`config.mk`:
```
export PLATFORM = sky130hd
export DESIGN_NAME = if_prefetch_stage
export DESIGN_NICKNAME = d
export VERILOG_FILES = /design/src/rtl/if_pkg.sv /design/src/rtl/fetch_fifo.sv /design/src/rtl/if_prefetch_stage.sv
export SDC_FILE = /design/constraint.sdc
export NUM_CORES = 1
export LEC_CHECK = 0
export ABC_CLOCK_PERIOD_IN_PS = 4660
export BUFFER_PORTS_ARGS = -buffer_cell sky130_fd_sc_hd__buf_4
export CAP_MARGIN = 20
export CORE_MARGIN = 10
export CORE_UTILIZATION = 35
export CTS_CLUSTER_SIZE = 28
export DETAILED_ROUTE_END_ITERATION = 8
export PLACE_DENSITY_LB_ADDON = 0.05
export SLEW_MARGIN = 30
export SYNTH_ARGS = -nofsm -noshare
export SYNTH_HDL_FRONTEND = slang
export SYNTH_SLANG_ARGS = --single-unit
export TNS_END_PERCENT = 1
```
`constraint.sdc`:
```
create_clock -name clk -period 4.66 [get_ports clk]
set_clock_uncertainty 0.2 [all_clocks]
set_input_delay 0.233 -clock clk [delete_from_list [all_inputs] [get_ports clk]]
set_output_delay 0.233 -clock clk [all_outputs]
set_load 0.05 [all_outputs]
```
`src/rtl/if_pkg.sv`:
```
// Shared types and constants for the instruction-fetch prefetch stage.
package if_pkg;
  typedef enum logic [1:0] {
    IDLE,
    WAIT_RESP,
    DROP_RESP
  } fetch_state_e;

  localparam int unsigned DEFAULT_DEPTH    = 4;
  localparam logic [31:0] DEFAULT_RESET_PC = 32'h0000_0000;
  localparam logic [31:0] BUBBLE_INSTR     = 32'h0000_0000;
endpackage

```
`src/rtl/fetch_fifo.sv`:
```
// Prefetch queue of {pc, instr} entries; supports simultaneous push and pop when full.
module fetch_fifo #(
  parameter int unsigned DEPTH = 4
) (
  input  logic                     clk,
  input  logic                     rst,
  input  logic                     flush,
  input  logic                     push,
  input  logic [63:0]              push_data,
  input  logic                     pop,
  output logic [63:0]              head,
  output logic [$clog2(DEPTH):0]   count,
  output logic                     full,
  output logic                     empty
);
  localparam int unsigned AW = $clog2(DEPTH);

  logic [63:0]   mem [DEPTH];
  logic [AW-1:0] wr_ptr, rd_ptr;
  logic          do_push, do_pop;

  assign full    = (count == (AW+1)'(DEPTH));
  assign empty   = (count == '0);
  assign do_pop  = pop && !empty;
  assign do_push = push && (!full || do_pop);
  assign head    = mem[rd_ptr];

  always_ff @(posedge clk) begin
    if (rst || flush) begin
      wr_ptr <= '0;
      rd_ptr <= '0;
      count  <= '0;
    end else begin
      if (do_push) wr_ptr <= wr_ptr + 1'b1;
      if (do_pop)  rd_ptr <= rd_ptr + 1'b1;
      if (do_push && !do_pop)      count <= count + 1'b1;
      else if (do_pop && !do_push) count <= count - 1'b1;
    end
  end

  always_ff @(posedge clk) begin
    if (do_push && !rst && !flush) mem[wr_ptr] <= push_data;
  end
endmodule

```
`src/rtl/if_prefetch_stage.sv`:
```
// Instruction-fetch stage: single-outstanding memory requester feeding a prefetch
// queue, with a decode-facing output register, freeze hold and branch redirect.
module if_prefetch_stage
  import if_pkg::*;
#(
  parameter int unsigned DEPTH    = DEFAULT_DEPTH,
  parameter logic [31:0] RESET_PC = DEFAULT_RESET_PC
) (
  input  logic        clk,
  input  logic        rst,
  input  logic        freeze,
  input  logic        Branch_taken,
  input  logic [31:0] Branch_Addr,
  output logic        imem_req,
  output logic [31:0] imem_addr,
  input  logic        imem_ready,
  input  logic        imem_rvalid,
  input  logic [31:0] imem_rdata,
  output logic [31:0] Instruction,
  output logic [31:0] PC,
  output logic        valid
);
  localparam int unsigned CW = $clog2(DEPTH) + 1;

  fetch_state_e state, state_nxt;
  logic [31:0]  fetch_pc;
  logic [31:0]  out_instr, out_pc;
  logic         out_valid;

  logic          take, bypass, fifo_push, fifo_pop;
  logic [63:0]   fifo_head;
  logic [CW-1:0] fifo_count;
  logic          fifo_full, fifo_empty;

  // A response arriving with an empty queue and no freeze goes straight to the
  // output register so fetch-to-output latency stays at one cycle.
  assign take      = (state == WAIT_RESP) && imem_rvalid && !Branch_taken;
  assign bypass    = take && fifo_empty && !freeze;
  assign fifo_pop  = !freeze && !fifo_empty && !Branch_taken;
  assign fifo_push = take && !bypass && (!fifo_full || fifo_pop);

  assign imem_req  = (state == IDLE) && (fifo_count < CW'(DEPTH)) && !Branch_taken && !rst;
  assign imem_addr = fetch_pc;

  assign Instruction = out_instr;
  assign PC          = out_pc;
  assign valid       = out_valid;

  fetch_fifo #(.DEPTH(DEPTH)) u_fifo (
    .clk       (clk),
    .rst       (rst),
    .flush     (Branch_taken),
    .push      (fifo_push),
    .push_data ({fetch_pc + 32'd4, imem_rdata}),
    .pop       (fifo_pop),
    .head      (fifo_head),
    .count     (fifo_count),
    .full      (fifo_full),
    .empty     (fifo_empty)
  );

  always_comb begin
    state_nxt = state;
    if (Branch_taken) begin
      case (state)
        WAIT_RESP: state_nxt = imem_rvalid ? IDLE : DROP_RESP;
        DROP_RESP: state_nxt = imem_rvalid ? IDLE : DROP_RESP;
        default:   state_nxt = IDLE;
      endcase
    end else begin
      case (state)
        IDLE:      if (imem_req && imem_ready) state_nxt = WAIT_RESP;
        WAIT_RESP: if (imem_rvalid) state_nxt = IDLE;
        DROP_RESP: if (imem_rvalid) state_nxt = IDLE;
        default:   state_nxt = IDLE;
      endcase
    end
  end

  always_ff @(posedge clk) begin
    if (rst) begin
      state     <= IDLE;
      fetch_pc  <= RESET_PC;
      out_instr <= BUBBLE_INSTR;
      out_pc    <= '0;
      out_valid <= 1'b0;
    end else begin
      state <= state_nxt;
      if (Branch_taken) begin
        fetch_pc  <= Branch_Addr;
        out_instr <= BUBBLE_INSTR;
        out_pc    <= '0;
        out_valid <= 1'b0;
      end else begin
        if (take) fetch_pc <= fetch_pc + 32'd4;
        if (!freeze) begin
          if (!fifo_empty) begin
            {out_pc, out_instr} <= fifo_head;
            out_valid           <= 1'b1;
          end else if (bypass) begin
            out_pc    <= fetch_pc + 32'd4;
            out_instr <= imem_rdata;
            out_valid <= 1'b1;
          end else begin
            out_instr <= BUBBLE_INSTR;
            out_pc    <= '0;
            out_valid <= 1'b0;
          end
        end
      end
    end
  end
endmodule

```
==> flow_summary_export.csv <==
group,metric,value,unit
run_status,outcome,"finished, final reports clean",
cts,cts_tree,"done",
grt,grt_pass1_wl,62820,microns
worst_setup_path,slowest_delay,0.62,ns
drt,first_pass_iters,5,
yosys,ys_seq_area_share,66.31,%
power_and_ir_drop,cellPowerDensity,380.1,nW/um^2
yosys,syn-cell-area,14850,sq um
cts,cts.clk_slew.worst_paths,0.06,ns
worst_setup_path,crit_start,"imem_addr[6]",
floorplan,fp.dieW,226,microns
worst_setup_path,critPathTopFamily,"simple AND/OR/NAND/NOR gates",
place,dp.cells,1618,
final_layout,layout.cells.non_filler,1801,
grt,grt_pass1_vias,9978,
cts,clk_path_buf_depth,3,
final_layout,syn_to_final_growth,28.45,%
power_and_ir_drop,switching_share,22.61,%
power_and_ir_drop,power_frac_seq,49.0,%
timing,timing.final.crit_share,66.74,%
cts,cts_setup_buffers,0,
drt,first_iter_violations,645,
floorplan,ios,168,
worst_setup_path,end_kind,"flop",
cts,cts_resized,0,
power_and_ir_drop,p_sw,1.639,mW
worst_setup_path,critPathLaunchType,"flop",
yosys,synthesis.nets,1051,
timing,hold_slack,0.07468,ns
yosys,yosys_warnings,0,
worst_setup_path,cp.arrival,3.34,ns
power_and_ir_drop,pwr-share-clk,43.7,%
place,routabilityCongestion,0.7714,
yosys,ys_types,57,
power_and_ir_drop,p_int,5.612,mW
worst_setup_path,reg2reg_slack,1.55,ns
timing,fmax,321.5,MHz
grt,grt_use_total,16.06,%
worst_setup_path,path_buf_inv,1,
place,dpl_cell_area,16700,sq um
cts,clockRootBuffer,"clkbuf_16",
run,maxCapViolations,0,
final_layout,fin_area,19080,sq um
timing,setup_violations,0,
cts,clkLatencyLatePin,0.55,ns
yosys,syn-instance-count,972,
worst_setup_path,cp_slowest_cell,"dfxtp_1",
drt,detail-route-antenna-nets,0,
worst_setup_path,crit_type,"reg2reg",
yosys,synth_edf_count,256,
grt,grt-ovfl-total,0,
yosys,yosys_register_bits,364,
timing,rsz0062_at_grt,"no",
grt,grt_max_degree,59,
timing,tightest_slew,0.8202,ns
final_layout,nNetsFinal,1308,
power_and_ir_drop,p_leak,6.679,nW
timing,drv_slew,0,
worst_hold_path,min_path_type,"in2reg",
power_and_ir_drop,total_power,7.251,mW
drt,wl,40330,microns
grt,antenna_found_initial,0,
yosys,synth_ff_type,"edfxtp_1",
power_and_ir_drop,power_frac_comb,7.3,%
floorplan,coreArea,41950,sq um
place,io_buffers,167,
place,hpwl,24710,microns
cts,htreeDepth,2,
floorplan,rows,75,
drt,wl_per_cell,22.39,microns
yosys,async_reset_ff_share,0,%
final_layout,drive_gt1_share,25.83,%
worst_hold_path,worstHoldStart,"rst",
worst_setup_path,worstPathCellList,"nand3_1 -> nor4_1 -> nand3_1 -> o21a_1 -> o31a_1 -> dlygate4sd3_1",
timing,hold_viol_final,0,
drt,drc_errors,0,
worst_setup_path,cp_common_cell,"nand3_1",
worst_setup_path,cp_max_fo,10,
worst_setup_path,reg2reg_from,"imem_addr[6]",
timing,fin_tns_setup,0,ns
worst_setup_path,required,4.89,ns
power_and_ir_drop,ir_drop,0.0002073,V
floorplan,die_area,51080,sq um
floorplan,initial_utilization,35.41,%
cts,cts_inserted_buffers,42,
floorplan,fp.dieH,226,microns
final_layout,diodes,0,
timing,period_needed,3.110,ns
cts,cts.sinks,364,
timing,max_slew_margin,45.32,%
drt,vias,9260,
yosys,avgSynthCellArea,15.28,sq um
drt,viasPerCell,5.142,
-- cells by family after synthesis --
| group | after synthesis | synth area share, % |
|---|---|---|
| buf+inv | 88 | 2.510 |
| simple gates | 251 | 9.519 |
| flops | 364 | 66.31 |
| fa+ha+maj | 9 | 0.8087 |
| compound gates | 116 | 6.225 |
| mux | 88 | 11.32 |
| xor+xnor | 56 | 3.302 |
-- worst reg2reg max path, delay by kind of cell (launching register included) --
kind / cells / cell delay (ns)
AND/OR/NAND/NOR: 3 / 1.15
buffers and inverters: 1 / 0.55
flip-flops: 1 / 0.62
AO/OA/AOI/OAI: 2 / 0.48
-- sequential cells by signal (all words and copies together) (netlist names), named ones only --
register,flops
Instruction,32
PC,32
imem_addr,32
state,2
u_fifo.count,3
u_fifo.mem,256
u_fifo.rd_ptr,2
u_fifo.wr_ptr,2
valid,1
-- final cells by class --
type,instances,area [sq um]
well taps,539,674.4
multi-input cells,520,4666
fillers,3795,22870
inverters,12,45.04
repair buffers,289,2517
clock buffers,61,1164
clock inverters,16,155.1
flip-flops and latches,364,9857
-- power groups by stage --
stage / Sequential, mW / Combinational [mW] / Clock [mW]
3_3_place_gp: 3.62 / 0.456 / 0
6_report: 3.55 / 0.527 / 3.17
4_1_cts: 3.55 / 0.532 / 3.27
5_1_grt: 3.56 / 0.570 / 3.40
2_1_floorplan: 3.71 / 0.173 / 0
3_5_place_dp: 3.62 / 0.457 / 0
-- what timing repair did --
action	in CTS	in global routing
hold endpoints to repair	195	0
hold buffers	106	0
setup endpoints to repair	0	0
-- worst paths after layout --
check | cells past startpoint | end
worst max-delay path | 6 | imem_addr[31]
worst min-delay path | 4 | imem_addr[28]
worst min register to register | 2 | valid
worst max register to register | 6 | imem_addr[31]
-- synth_stat cells (all sizes together) (2+ instances only) --
master	instances	share of area (%)
edfxtp	256	52
dfxtp	108	15
mux4	64	9.7
nor3	58	2.1
clkbuf	49	1.2
nor2	47	1.2
nor2b	44	1.9
a221oi	43	2.5
nand2	31	0.78
xnor2	31	1.8
buf	27	0.96
xor2	25	1.5
mux2i	24	1.6
o2bb2ai	20	1.2
nand3	18	0.69
a211oi	13	0.69
a21oi	13	0.44
nand4	13	0.79
inv	12	0.30
nor4	10	0.73
a22oi	8	0.40
and2	8	0.34
ha	8	0.67
and4	7	0.41
and3	5	0.21
or3	4	0.17
o21ai	3	0.10
a32oi	2	0.12
nor3b	2	0.10
o22ai	2	0.084
o31a	2	0.12
or2	2	0.084
-- layer usage --
metal | up-vias | global-route usage [%] | share of wire (%)
met3 | 51 | 3.347 | 5.0
li1 | 4316 | - | -
met4 | 0 | 4.423 | 1.7
met2 | 201 | 25.51 | 46
met1 | 4692 | 21.83 | 47
met5 | - | 0 | 0
-- through the flow --
| step | setup slack [ns] | util (%) |
|---|---|---|
| after floorplan | 1.277 | - |
| after global placement | 1.576 | 39.73 |
| after detailed placement | 1.521 | 39.81 |
| after CTS | 1.529 | 45.48 |
| after global routing | 1.361 | 45.48 |
| final | 1.550 | 45.48 |
-- cells in the final DEF (no fill, tap or decap), types with 3 or more instances in the layout --
cell type	n
edfxtp_1	256
buf_4	177
dfxtp_1	106
dlygate4sd3_1	106
mux4_2	64
nor3_1	55
nor2_1	47
nor2b_1	44
a221oi_1	43
clkbuf_16	43
nand2_1	31
xnor2_1	31
xor2_1	25
mux2i_1	24
o2bb2ai_1	20
nand3_1	17
clkbuf_1	16
a21oi_1	13
inv_1	12
a211oi_1	12
nand4_1	10
a22oi_1	8
ha_1	8
and4_1	7
clkinv_1	6
and3_1	5
nor4_2	5
clkinv_2	5
buf_12	5
and2_1	4
nor4_1	4
and2_4	4
or3_1	3
o21ai_0	3
bufinv_16	3
Note: power is estimated with default switching activity, not from simulation.
